--- src/rtl/muldiv_pkg.sv ---
// muldiv_pkg: shared op codes, sequencer states and helpers for muldiv_seq
package muldiv_pkg;
  typedef enum logic [2:0] {
    OP_MULTU = 3'd0,
    OP_MULT  = 3'd1,
    OP_MADDU = 3'd2,
    OP_MADD  = 3'd3,
    OP_DIVU  = 3'd4,
    OP_DIV   = 3'd5,
    OP_MTHI  = 3'd6,
    OP_MTLO  = 3'd7
  } op_t;
  typedef enum logic [1:0] {IDLE, MUL, DIV, FIX} state_t;
  localparam int DIV_STEPS = 32;
  function automatic logic is_signed(op_t op);
    return op == OP_MULT || op == OP_MADD || op == OP_DIV;
  endfunction
endpackage

--- src/rtl/div_step.sv ---
// div_step: one combinational restoring-divide iteration
module div_step (
  input  logic [31:0] rem,
  input  logic        dbit,
  input  logic [31:0] dvsr,
  output logic [31:0] rem_next,
  output logic        qbit
);
  logic [32:0] shifted, trial;
  assign shifted = {rem, dbit};
  assign trial = shifted - {1'b0, dvsr};
  // no borrow out of the 33-bit subtract means the divisor fits
  assign qbit = ~trial[32];
  assign rem_next = qbit ? trial[31:0] : shifted[31:0];
endmodule

--- src/rtl/muldiv_seq.sv ---
// muldiv_seq: multi-cycle multiply/divide sequencer owning HI/LO
module muldiv_seq
  import muldiv_pkg::*;
#(
  parameter int MUL_LAT = 3
) (
  input  logic        CLK,
  input  logic        RESET_N,
  input  logic        START,
  input  logic [2:0]  OP,
  input  logic [31:0] A,
  input  logic [31:0] B,
  input  logic        MF_REQ,
  input  logic        MF_SEL,
  output logic        BUSY,
  output logic        STALL,
  output logic [31:0] MF_DATA,
  output logic [31:0] HI,
  output logic [31:0] LO
);
  state_t state, state_n;
  op_t op_q, op_in;
  logic [4:0] cnt;
  logic [31:0] opa, opb, rem, rem_n;
  logic [63:0] prod, prod_n, acc_n;
  logic qneg, rneg, qbit, sgn;
  assign op_in = op_t'(OP);
  assign sgn = is_signed(op_in);
  assign prod_n = {{32{sgn & A[31]}}, A} * {{32{sgn & B[31]}}, B};
  assign acc_n = (op_q == OP_MADD || op_q == OP_MADDU) ? {HI, LO} + prod : prod;
  assign BUSY = state != IDLE;
  assign STALL = BUSY & (START | MF_REQ);
  assign MF_DATA = MF_SEL ? HI : LO;
  div_step u_step (
    .rem(rem),
    .dbit(opa[31]),
    .dvsr(opb),
    .rem_next(rem_n),
    .qbit(qbit)
  );
  always_comb begin
    state_n = state;
    case (state)
      IDLE: state_n = !START ? IDLE : op_in inside {OP_MULTU, OP_MULT, OP_MADDU, OP_MADD} ? MUL :
                      op_in inside {OP_DIVU, OP_DIV} ? DIV : IDLE;
      MUL: state_n = cnt == 5'd0 ? IDLE : MUL;
      DIV: state_n = cnt == 5'd0 ? FIX : DIV;
      default: state_n = IDLE;
    endcase
  end
  always_ff @(posedge CLK or negedge RESET_N)
    if (!RESET_N) state <= IDLE;
    else state <= state_n;
  always_ff @(posedge CLK or negedge RESET_N)
    if (!RESET_N) begin
      HI <= '0;
      LO <= '0;
      op_q <= OP_MULTU;
      cnt <= '0;
      opa <= '0;
      opb <= '0;
      rem <= '0;
      prod <= '0;
      qneg <= 1'b0;
      rneg <= 1'b0;
    end else begin
      case (state)
        IDLE: if (START) begin
          op_q <= op_in;
          case (op_in)
            OP_MTHI: HI <= A;
            OP_MTLO: LO <= A;
            OP_DIVU, OP_DIV: begin
              opa <= sgn & A[31] ? -A : A;
              opb <= sgn & B[31] ? -B : B;
              rem <= '0;
              // raw A parked here for the divide-by-zero HI result
              prod <= {32'd0, A};
              qneg <= sgn & (A[31] ^ B[31]);
              rneg <= sgn & A[31];
              cnt <= 5'(DIV_STEPS - 1);
            end
            default: begin
              opa <= A;
              opb <= B;
              prod <= prod_n;
              cnt <= 5'(MUL_LAT - 1);
            end
          endcase
        end
        MUL: if (cnt == 5'd0) {HI, LO} <= acc_n;
             else cnt <= cnt - 5'd1;
        DIV: begin
          rem <= rem_n;
          opa <= {opa[30:0], qbit};
          cnt <= cnt - 5'd1;
        end
        default: if (opb == '0) begin
          LO <= 32'hFFFF_FFFF;
          HI <= prod[31:0];
        end else begin
          LO <= qneg ? -opa : opa;
          HI <= rneg ? -rem : rem;
        end
      endcase
    end
endmodule

--- config.mk ---
export PLATFORM = sky130hd
export DESIGN_NAME = muldiv_seq
export DESIGN_NICKNAME = d
export VERILOG_FILES = /design/src/rtl/muldiv_pkg.sv /design/src/rtl/div_step.sv /design/src/rtl/muldiv_seq.sv
export SDC_FILE = /design/constraint.sdc
export NUM_CORES = 2
export LEC_CHECK = 0
export ABC_AREA = 1
export BUFFER_PORTS_ARGS = -buffer_cell sky130_fd_sc_hd__buf_2
export CORE_UTILIZATION = 44
export DETAILED_ROUTE_END_ITERATION = 8
export GPL_TIMING_DRIVEN = 1
export SLEW_MARGIN = 20
export SYNTH_ARGS = -nofsm -noshare
export SYNTH_HDL_FRONTEND = slang
export SYNTH_HIERARCHICAL = 1
export SYNTH_SLANG_ARGS = --single-unit
--- constraint.sdc ---
create_clock -name CLK -period 2.76 [get_ports CLK]
set_input_delay 0.276 -clock CLK [delete_from_list [all_inputs] [get_ports CLK]]
set_output_delay 0.276 -clock CLK [all_outputs]
set_load 0.02 [all_outputs]
# == After elaboration in Yosys (flattened, before gate mapping) ==
# Index checks and enable logic that the tools add are counted.
# word_totals
regBits,236
latch_bits,0
ram_bits,0
mem_bits_ro,0
memories,0
# op_classes
addsub,7
mul,1
div,0
n_lt_le_gt_ge,0
eq_ne,18
shift,0
muxes,35
n_bitwise,9
n_reduce_logical,22
# ops
operator,count
2-to-1 mux 32 bit,17
case mux 32 bit (2 select lines),4
case mux 32 bit (3 select lines),2
negator 32 bit,4
case mux 64 bit (2 select lines),1
adder 64 bit,1
multiplier 33 x 33 -> 64 bit,1
2-to-1 mux 64 bit,1
subtractor 33 x 32 -> 33 bit,1
zero test 32 bit,1
case mux 5 bit (3 select lines),1
equality test 3 x 2 -> 1 bit (second input constant),4
equality test 3 bit (second input constant),4
AND reduction 3 bit,4
AND reduction 4 bit,3
2-to-1 mux 5 bit,2
case mux 5 bit (2 select lines),1
!= test 2 bit (second input constant),4
2-to-1 mux 2 bit,3
!= test 2 x 1 -> 1 bit (second input constant),3
case mux 2 bit (3 select lines),1
nonzero test 2 bit,3
zero test 5 bit,1
subtractor 5 x 1 -> 5 bit (second input constant),1
15 further kinds,24

# == Logic depth before layout (Yosys ltp) ==
# logic_depth
depth_word,8
depth_mapped,34
ltp_nobuf,32

# == By module ==
# Netlist, hierarchy kept.
# modules_own_cells
mod,n_inst,cells_per_inst,area_per_inst_um2,seq_area_each_um2
muldiv_seq,1,8235,59980.0,5880.6
div_step,1,680,3150.5,0.0

# == Worst setup path after synthesis ==
# Ideal clock, no wire load.
# synth_path
path_type,input -> register
startpoint,input OP[1]
endpoint,register prod[63]
setup_time_ns,0.117
arrival_time_ns,7.222
required_time_ns,2.643
slack_ns,-4.580
stages,28
n_path_buf,1
path_cell_list,nand2_1 nand2_1 clkbuf_1 nor2_1 fa_1 inv_1 fa_1 inv_1 fa_1 inv_1 fa_1 fa_1 fa_1 inv_1 fa_1 inv_1 fa_1 inv_1 ha_1 inv_1 nor4_1 nand2_1 nor3_1 nand2_1 nand2_1 nand3_1 nand3_1 nand2_1
# synth_via
elab_chain_cells,6
# synth_rtl
element,line_no,rtl
from (decl),muldiv_seq.sv:10,"input logic [2:0] OP,"
equality test 3 x 1 -> 1 bit or equality test 3 x 2 -> 1 bit (tied branches),muldiv_pkg.sv:16,return op == OP_MULT || op == OP_MADD || op == OP_DIV;
logical OR 1 bit (2 in a row),muldiv_pkg.sv:16,
bitwise AND 1 bit,muldiv_seq.sv:29,"assign prod_n = {{32{sgn & A[31]}}, A} * {{32{sgn & B[31]}}, B};"
multiplier 33 x 33 -> 64 bit,muldiv_seq.sv:29,
case mux 64 bit (2 select lines),muldiv_seq.sv:70,case (op_in)
to (signal assigned),muldiv_seq.sv:78,"prod <= {32'd0, A};"
to (signal assigned),muldiv_seq.sv:86,prod <= prod_n;
to (decl),muldiv_seq.sv:25,"logic [63:0] prod, prod_n, acc_n;"
# Several ways; a longest one is shown, not always the timed one.
# A chain may end at the register's enable or synchronous reset.

# == Worst setup path after layout ==
# layout_path
startpoint,input OP[1]
endpoint,register prod[40]
# The elaborated chain is that of the path after synthesis.

==> reports/metrics.csv <==
stage;metric;value;unit
outcome;outcome;finished, violations left;
outcome;failing checks;setup timing;
detailed_routing;antenna viol nets, final;0;
detailed_routing;Initial DRC Count;5861;
sta;Slew Limit Fails;0;
sta;minimum clock period;6580;ps
grt;initial antenna violation count;12;
synthesis;most area-consuming cells after synthesis;fa_1 36%, nand2_1 15%, inv_1 13%, dfrtp_1 9.3%, ha_1 6.3%;
setup_path;CP max stage delay;570;ps
sta;Setup WS post-layout;-3820;ps
synthesis;Yosys Warn Count;6;
placed_design;GP Congestion;1.05;
setup_path;most numerous cell on the critical path;fa_1;
synthesis;Mapped Cells;8915;
grt;grt total ovfl;0;
die;Initial Util;44.5;%
setup_path;critical path class;in2reg;
sta;Setup TNS Final;-200360;ps
sta;Fmax;152;MHz
die;row cnt;138;
synthesis;syn avg cell area;7.08;µm²
finish;area grow syn2layout;27.8;%
cts;clock tree buffer depth;3;
setup_path;Critical Path End Type;flop;
setup_path;Worst EP arrival;7060;ps
synthesis;Post-Syn Nets;10400;
die;IO Pins;170;
finish;Fillers;13500;
synthesis;number of library cell types mapped by synthesis;62;
cts;TritonCTS clock tree;yes;
finish;share of cells above drive strength 1;22.4;%
min_path;HP Class;in2reg;
grt;vias in the first global route;64800;
sta;skew final;30.3;ps
cts;clock sink count;235;
detailed_routing;drt total wl;265;mm
sta;normalized max-slew margin;44.2;%
grt;Total GRT Usage;36.6;%
synthesis;Post-Syn Area;0.0631;mm²
synthesis;Yosys reg bits;235;
run;max cap viols;0;
setup_path;CP startpoint kind;input pin;
synthesis;Post-synth top flop;dfrtp_1;
die;Core Footprint;0.142;mm²
setup_path;worst path required time;3240;ps
detailed_routing;DRC violations left;0;
detailed_routing;first drt pass iteration count;8;
cts;clk slew on worst S/H paths;60;ps
synthesis;share of synthesized flip-flops with an asynchronous set or reset;100;%
detailed_routing;wire per inst;22.4;µm
setup_path;Max stage delay cell, worst path;fa_1;
synthesis;sequential area share after synthesis;9.32;%
sta;# setup viols final;63;
cts;H-tree depth;1;
synthesis;number of synthesized flops with an enable pin;0;
grt;first-pass GRT wire length;401;mm
finish;Multi-input gate area;0.0516;mm²
die;DIE WIDTH;381;µm
finish;nets;11400;
placed_design;hpwl dp;226;mm
detailed_routing;Via-to-Cell Ratio;5.30;
die;Die ar.;0.145;mm²
setup_path;Worst Path Max Fanout;8;
sta;crit share post-route;239;%
sta;final hold violation count;0;
synthesis;post-synth top area share;35.7;%
die;Chip Height;381;µm
synthesis;Yosys top cell by area;fa_1;
grt;largest net degree at the start of global routing;69;
finish;register area;0.00589;mm²
cts;Num CTS Buffers;30;
sta;RSZ-0062 raised after global routing;yes;
cts;CTS root buffer;clkbuf_16;
detailed_routing;Vias;62600;
sta;Worst-Margin Slew;836;ps
placed_design;I/O Buffers;169;
cts;latest clock arrival within the worst-skew pair;620;ps
per-stage QoR:
stage                     util, %  cell area [µm²]  setup WS [ps]  std cells  hold WS, ps
after floorplan                 -            65900          -4010       8915        -19.6
after global placement       52.7            74800          -5280      11600          290
after detailed placement     52.7            74800          -5290      11600          283
after CTS                    55.6            78900          -3850      11800         3.69
after global routing         56.9            80700          -4040      11800         17.1
final                        56.9            80700          -3820      11800         9.43
per-layer routing:
metal	routed length, µm	track usage (%)
met1	110000	49.2
met2	119000	58.1
met3	22300	6.08
met4	13600	16.1
met5	154	0.661
placed cells by master (no fill, tap or decap), types with 101 or more instances in the layout:
master / synthesis / layout
nand3_1: 298 / 260
buf_12: 0 / 101
fa_1: 1127 / 1068
buf_6: 5 / 116
nor2_1: 542 / 411
buf_4: 8 / 969
inv_1: 2161 / 2051
nand2_1: 2466 / 2318
inv_2: 14 / 107
buf_2: 30 / 128
ha_1: 317 / 226
nand2_2: 13 / 102
a21oi_1: 394 / 310
dfrtp_1: 235 / 230
xor2_1: 112 / 105
o21ai_0: 412 / 285
cell type report:
class | instances | area share (%)
tap | 1890 | 2.93
clock inverter | 15 | 0.245
inverter | 2176 | 10.2
sequential | 235 | 7.30
clock buffer | 41 | 1.09
antenna | 6 | 0.0186
timing repair buffer | 1331 | 14.2
multi-input combinational | 6119 | 64.0
timing repair inverter | 1 | 0.0140
final timing paths:
path	end	start	slack [ps]	cells after the start
hold / removal	prod[0]	START	9	3
setup reg to reg	HI[29]	prod[48]	-10	13
min in group asynchronous	prod[34]	RESET_N	290	2
hold reg to reg	opb[18]	opb[18]	520	2
max in group asynchronous	rem[6]	RESET_N	1560	3
setup / recovery	prod[40]	OP[1]	-3820	31
kinds of logic (layout without fill, tap and decap cells):
family                   Yosys count  count (layout)  synth area share (%)
other                              0               6                     0
XOR/XNOR                         136             136                  1.89
buffers and inverters           2561            3564                  15.4
adder cells (fa/ha/maj)         1444            1444                  42.0
AO/OA/AOI/OAI                   1001            1001                  8.66
flip-flops                       235             235                  9.32
AND/OR/NAND/NOR                 3538            3538                  22.7
synthesized netlist by cell type (19+ instances only):
| master | instances |
|---|---|
| a21oi_1 | 394 |
| buf_1 | 95 |
| buf_2 | 30 |
| clkbuf_1 | 247 |
| dfrtp_1 | 235 |
| fa_1 | 1127 |
| ha_1 | 317 |
| inv_1 | 2161 |
| nand2_1 | 2466 |
| nand3_1 | 298 |
| nand4_1 | 62 |
| nor2_1 | 542 |
| nor3_1 | 47 |
| nor4_1 | 19 |
| o211ai_1 | 22 |
| o21ai_0 | 412 |
| o21bai_1 | 29 |
| or2_2 | 24 |
| xnor2_1 | 24 |
| xor2_1 | 112 |
registers in the layout, indices dropped and copies added (netlist names):
signal / cells
cnt: 5
prod: 64
rem: 32
rneg: 1
state: 2
LO: 32
HI: 32
opa: 32
opb: 32
qneg: 1
op_q: 2
what timing repair did:
action	in CTS	in global routing
gates cloned	2	0
setup buffers	98	39
pin swaps	230	198
hold buffers	1	0
endpoints found under the setup margin	94	133
hold endpoints to repair	60	0
gates resized for setup	604	399
critical path, delay by kind of cell:
| kind | cells | cell delay (ps) |
|---|---|---|
| adder cells (fa/ha/maj) | 9 | 4220 |
| AND/OR/NAND/NOR | 7 | 690 |
| buffers and inverters | 9 | 1010 |
| AO/OA/AOI/OAI | 6 | 820 |
Power is not shown: default switching activity piles up to over one toggle a cycle in this logic, so the estimate is an artifact.
